File: config.mk
export PLATFORM = sky130hd
export DESIGN_NAME = shift_concat
export DESIGN_NICKNAME = d
export VERILOG_FILES = /design/src/rtl/shift_concat.sv
export SDC_FILE = /design/constraint.sdc
export NUM_CORES = 1
export LEC_CHECK = 0
export ABC_AREA = 1
export CAP_MARGIN = 20
export CORE_ASPECT_RATIO = 1.75
export CORE_UTILIZATION = 35
export CTS_CLUSTER_SIZE = 16
export DETAILED_ROUTE_END_ITERATION = 10
export DONT_BUFFER_PORTS = 1
export HOLD_SLACK_MARGIN = 0.08
export PLACE_DENSITY_LB_ADDON = 0.12
export SLEW_MARGIN = 20
export SYNTH_ARGS = -nofsm -noshare
export SYNTH_HDL_FRONTEND = slang
export SYNTH_SLANG_ARGS = --single-unit
File: constraint.sdc
create_clock -name clk -period 6.55 [get_ports clk]
set_input_delay 1.31 -clock clk [delete_from_list [all_inputs] [get_ports clk]]
set_output_delay 1.31 -clock clk [all_outputs]
set_load 0.01 [all_outputs]
File: src/rtl/shift_concat.sv
// Packs variable-length codes (0-64 bits, MSB-first) into 64-bit words,
// with a flush path that drains a partial word zero-padded.
module shift_concat (
   input  logic        clk,
   input  logic        rst,
   input  logic [63:0] comp_data,
   input  logic [6:0]  valid_bits,
   input  logic        comp_valid,
   input  logic        flush,
   input  logic        stall,
   output logic [63:0] data_out,
   output logic        scon_done,
   output logic [6:0]  pad_bits,
   output logic [6:0]  fill,
   output logic        len_err
);

   localparam int unsigned W  = 64;
   localparam int unsigned BW = 128;
   localparam int unsigned CW = 7;
   localparam int unsigned SW = 8;

   typedef enum logic [1:0] {
      ACCUM = 2'd0,
      FLUSH = 2'd1
   } state_t;

   state_t          state, state_n;
   logic [BW-1:0]   buf_q, buf_n;
   logic [CW-1:0]   fill_n, pad_n;
   logic [W-1:0]    data_n;
   logic            done_n, err_n;

   logic            accept;
   logic [W-1:0]    masked;
   logic [BW-1:0]   aligned;
   logic [BW-1:0]   merged;
   logic [SW-1:0]   sum;

   // Buffer holds valid bits at the top (earliest at bit 127); bits below fill are always zero.
   always_comb begin
      accept  = comp_valid && (valid_bits <= CW'(W));
      masked  = (valid_bits >= CW'(W)) ? comp_data
                                       : comp_data & ((W'(1) << valid_bits) - W'(1));
      aligned = BW'(masked) << (SW'(BW) - SW'(valid_bits));
      merged  = accept ? (buf_q | (aligned >> fill)) : buf_q;
      sum     = SW'(fill) + (accept ? SW'(valid_bits) : SW'(0));
   end

   // Next-state and output logic
   always_comb begin
      state_n = state;
      buf_n   = buf_q;
      fill_n  = fill;
      data_n  = data_out;
      pad_n   = pad_bits;
      done_n  = 1'b0;
      err_n   = len_err;
      if (!stall) begin
         case (state)
            ACCUM: begin
               if (comp_valid && !accept)
                  err_n = 1'b1;
               if (sum >= SW'(W)) begin
                  data_n = merged[BW-1:W];
                  buf_n  = merged << W;
                  fill_n = CW'(sum - SW'(W));
                  pad_n  = '0;
                  done_n = 1'b1;
                  if (flush)
                     state_n = FLUSH;
               end else if (flush && (sum != '0)) begin
                  data_n = merged[BW-1:W];
                  buf_n  = '0;
                  fill_n = '0;
                  pad_n  = CW'(SW'(W) - sum);
                  done_n = 1'b1;
               end else begin
                  buf_n  = merged;
                  fill_n = CW'(sum);
               end
            end
            FLUSH: begin
               // Incoming codes are dropped here; upstream is held off by control.
               if (fill != '0) begin
                  data_n = buf_q[BW-1:W];
                  buf_n  = '0;
                  fill_n = '0;
                  pad_n  = CW'(W) - fill;
                  done_n = 1'b1;
               end
               state_n = ACCUM;
            end
            default: state_n = ACCUM;
         endcase
      end
   end

   always_ff @(posedge clk) begin
      if (!rst) begin
         state     <= ACCUM;
         buf_q     <= '0;
         fill      <= '0;
         data_out  <= '0;
         pad_bits  <= '0;
         scon_done <= 1'b0;
         len_err   <= 1'b0;
      end else begin
         state     <= state_n;
         buf_q     <= buf_n;
         fill      <= fill_n;
         data_out  <= data_n;
         pad_bits  <= pad_n;
         scon_done <= done_n;
         len_err   <= err_n;
      end
   end

endmodule

==> flow_metrics.env, run 1 <==
export IMPL_status="aborted with a tool error"
export IMPL_failing_step="global routing"
export IMPL_error_line="[ERROR GRT-0116] Global routing finished with congestion. Check the congestion regions in the DRC Viewer."
export IMPL_h_tree_depth=1
export IMPL_io_buffers=0
export IMPL_cts_path_max_buffers=3
export IMPL_synth_seq_cells=209
export IMPL_grt_first_pass_wirelength_mm=327.0
export IMPL_syn_avg_cell_area_um2=5.358
export IMPL_die_w_um=220.3
export IMPL_clock_sinks=209
export IMPL_ys_types=54
export IMPL_placementRows=139
export IMPL_synthSimpleGateAreaFrac=0.6410
export IMPL_numCtsBuffers=18
export IMPL_yosys_area_top_type_share=0.3558
export IMPL_synth_warnings=0
export IMPL_synth_area_mux_share=0
export IMPL_yosysTopAreaCell="nand3_1"
export IMPL_cts_setup_buffers=0
export IMPL_netlist_instances=5450
export IMPL_root_buffer="clkbuf_16"
export IMPL_grt_ovfl_total=52
export IMPL_grt_pass1_vias=44310
export IMPL_synth_nets=5543
export IMPL_num_io_pins=156
export IMPL_synth_fa_ha_area_frac=0.007541
export IMPL_synthXorXnorAreaFrac=0.004156
export IMPL_grt_max_degree=120
export IMPL_synth_main_ff_cell="dfxtp_1"
export IMPL_hpwlAfterDp_mm=169.9
export IMPL_synthTopCellsByArea="nand3_1 36%, nand2_1 17%, dfxtp_1 14%"
export IMPL_syn_area_um2=29200
export IMPL_grt_usage=0.5362
export IMPL_synth_edf_count=0
export IMPL_yosysSeqAreaShare=0.1433
export IMPL_initial_core_util=0.3550
export IMPL_synth_compound_area_frac=0.1110
export IMPL_die_h_um=384.1
export IMPL_synth_top_family_by_area="simple AND/OR/NAND/NOR gates"
export IMPL_synthArstFlopShare=0
export IMPL_place_congestion=1.169
==> through the flow <==
stage / hold slack [ns] / cells / setup WS (ns) / area (µm²) / setup TNS [ns]
floorplan: 0.4528 / 5450 / 0.5500 / 29200 / 0
CTS: 0.4815 / 6944 / 0.08898 / 36640 / 0
global placement: 0.4614 / 6917 / -0.5895 / 36080 / -37.70
detailed placement: 0.4705 / 6917 / -0.5651 / 36080 / -36.35
==> cells in the mapped netlist (all sizes together), types with 2 or more instances <==
cell type / count
a21o: 2
a21oi: 229
a221oi: 2
a311oi: 9
a31oi: 11
and2: 4
buf: 231
clkbuf: 199
clkinv: 7
dfxtp: 209
ha: 16
inv: 242
nand2: 1361
nand3: 2091
nand3b: 8
nand4: 255
nor2: 279
nor3: 18
nor3b: 2
o2111a: 33
o2111ai: 6
o211ai: 92
o21ai: 91
o21bai: 22
o22ai: 2
o31ai: 7
o41ai: 2
or2: 3
xnor2: 3
xor2: 10
==> what timing repair did <==
item / CTS
setup endpoints to repair: 2
hold buffers: 0
gates resized for setup: 2
==> layer usage <==
layer	GRT overflow	global-route usage
met1	0	0.5031
met2	25	0.8441
met3	0	0.1850
met4	27	0.6309
met5	0	0
==> cell families after synthesis <==
kind of cell / Yosys count
AO/OA/AOI/OAI: 511
AND/OR/NAND/NOR: 4021
flip-flops: 209
buffers and inverters: 679
XOR/XNOR: 13
adder cells (fa/ha/maj): 17
==> run 2: changes to the inputs <==
Settings changed: CORE_ASPECT_RATIO 1.75 to default, CORE_UTILIZATION 35 to 20, CTS_CLUSTER_SIZE 16 to default, HOLD_SLACK_MARGIN 0.08 to default, PLACE_DENSITY_LB_ADDON 0.12 to 0.15.
==> flow_metrics.env, run 2 <==
export IMPL_end_kind="flop"
export IMPL_syn_area_um2=29200
export IMPL_required_ns=7.04
export IMPL_synth_warnings=0
export IMPL_synth_main_ff_cell="dfxtp_1"
export IMPL_met3_wirelength_mm=12.06
export IMPL_largest_reg_flops=128
export IMPL_grt_first_pass_wirelength_mm=277.7
export IMPL_worst_pin_slew_ns=1.146
export IMPL_yosysSeqAreaShare=0.1433
export IMPL_finalHoldViolCount=0
export IMPL_most_common_layout_cells="2075 x nand3_1, 1338 x nand2_1, 585 x buf_4"
export IMPL_multiInputGateArea_um2=22450
export IMPL_synth_commonest_cells="2076 x nand3_1, 1339 x nand2_1, 254 x nor2_1"
export IMPL_die_w_um=384.1
export IMPL_final_area_um2=35770
export IMPL_clk_latency_ns=0.57
export IMPL_wl_mm=194.3
export IMPL_start_kind="input pin"
export IMPL_ys_types=54
export IMPL_clkTransAtPathRegs_ns=0.06
export IMPL_drive_above_1_share=0.1381
export IMPL_seq_area_um2=4207
export IMPL_total_power_mw=6.440
export IMPL_finalCritPeriodShare=0.9671
export IMPL_placed_cell_area_um2=34950
export IMPL_synth_seq_cells=209
export IMPL_grt_pass1_vias=38290
export IMPL_yosysTopAreaCell="nand3_1"
export IMPL_synth_most_common_cell="nand3_1"
export IMPL_cts_hold_buf=0
export IMPL_worstPathArrival_ns=6.82
export IMPL_vias_per_cell=5.447
export IMPL_status="finished clean"
export IMPL_critPathKind="input pin to flop"
export IMPL_wl_met2_mm=86.43
export IMPL_first_iter_violations=5226
export IMPL_grt_ovfl_total=0
export IMPL_core_area_um2=144200
export IMPL_initial_core_util=0.2025
export IMPL_slew_limit_headroom=0.2355
export IMPL_detail_route_wl_per_cell_um=25.62
export IMPL_crit_path_max_fanout=99
export IMPL_vias=41310
export IMPL_ir_drop_mv=0.2051
export IMPL_setup_violations_final=0
export IMPL_drc=0
export IMPL_die_area_um2=147500
export IMPL_clock_sinks=209
export IMPL_place_congestion=0.9888
export IMPL_area_delta_synth_final_pct=22.49
export IMPL_dr_pass1_iters=8
export IMPL_maxSlewViolCount=0
export IMPL_io_buffers=0
export IMPL_max_cap_violations=0
export IMPL_rsz0062_at_grt="false"
export IMPL_netlist_instances=5450
export IMPL_postRouteAntennaNets=0
export IMPL_root_buffer="clkbuf_16"
export IMPL_synthArstFlopShare=0
export IMPL_fin_skew_ns=0.02005
export IMPL_synthTopCellsByArea="nand3_1 36%, nand2_1 17%, dfxtp_1 14%"
export IMPL_pwr_density_cell_nw_per_um2=180.0
export IMPL_die_h_um=384.1
export IMPL_num_io_pins=156
export IMPL_met1_length_mm=87.12
export IMPL_placementRows=139
export IMPL_reg_top3="buf_q x128, data_out x64"
export IMPL_layout_commonest_cell="nand3_1"
export IMPL_cp_slowest_stage_delay_ns=0.37
export IMPL_grt_usage=0.2537
export IMPL_numCtsBuffers=25
export IMPL_cts_path_max_buffers=3
export IMPL_highest_layer="met4"
export IMPL_synth_edf_count=0
export IMPL_holdWs_ns=0.4757
export IMPL_post_route_min_period_ns=6.334
export IMPL_cts_tree="built"
export IMPL_nets=5755
export IMPL_layout_setup_ws_ns=0.2158
export IMPL_grt_max_degree=128
export IMPL_hold_class="flop to flop"
export IMPL_grt_antenna_before_repair=3
export IMPL_fill_cells=16720
export IMPL_syn_avg_cell_area_um2=5.358
export IMPL_synth_nets=5543
export IMPL_cp_common_cell="nand2_1"
export IMPL_cpMaxStageDelayCell="nor2_1"
export IMPL_pre_cts_slack_ns=-0.4685
export IMPL_final_setup_tns_ns=0
export IMPL_p_leak_nw=16.20
export IMPL_largest_register="buf_q"
export IMPL_h_tree_depth=1
export IMPL_fmax_mhz=157.9
export IMPL_hpwlAfterDp_mm=155.0
export IMPL_yosys_area_top_type_share=0.3558
-- run 2: cell counts after synthesis --
Identical to the previous run, type by type.
-- run 2: power breakdown --
group	switching, mW	internal [mW]
combinational	2.52	1.13
sequential	0.0840	1.33
clock	0.603	0.774
-- run 2: worst max-delay path: cells and delay by family --
family	cells	cell delay [ns]
adder cells (fa/ha/maj)	1	0.32
AO/OA/AOI/OAI	3	0.55
buffers and inverters	4	0.65
AND/OR/NAND/NOR	25	3.94
-- run 2: through the flow --
step             util  std cells
2_1_floorplan       -       5450
3_3_place_gp   0.2424       7537
3_5_place_dp   0.2424       7537
4_1_cts        0.2478       7580
5_1_grt        0.2481       7585
6_report       0.2481       7585
-- run 2: per-layer routing --
metal,vias up,track usage
li1,19620,-
met1,19750,0.3490
met2,1669,0.4052
met3,267,0.02421
met4,0,0.09754
met5,-,0
-- run 2: cell families (layout without fill, tap and decap cells) --
| kind of cell | count (synthesis) | in the layout | synth area share |
|---|---|---|---|
| compound gates | 511 | 511 | 0.1110 |
| buf+inv | 679 | 907 | 0.09298 |
| xor+xnor | 13 | 13 | 0.004157 |
| other cells | 0 | 4 | 0 |
| simple gates | 4021 | 4021 | 0.6410 |
| flops | 209 | 209 | 0.1433 |
| fa+ha+maj | 17 | 17 | 0.007541 |
-- run 2: path summary, 6_finish.rpt --
path,from,end,slack [ns],cells after the start
max,valid_bits[0],buf_q[90],0.22,33
min,buf_q[116],buf_q[116],0.48,2
max reg2reg,fill[0],buf_q[90],2.37,19
min reg2reg,buf_q[116],buf_q[116],0.48,2
-- run 2: repair_timing --
| action | 4_1_cts | 5_1_grt |
|---|---|---|
| setup endpoints to repair | 0 | 146 |
| gates resized for setup | 0 | 6 |
| buffers inserted | 0 | 1 |
-- run 2: cell type report --
type | instances | area share
clock inverters | 4 | 0.001084
well taps | 1903 | 0.06657
flip-flops and latches | 209 | 0.1176
inverters | 249 | 0.02652
clock buffers | 39 | 0.02064
multi-input cells | 4562 | 0.6277
diodes | 4 | 0.0002798
repair buffers | 615 | 0.1396
Power figures use the tool's default switching activity.
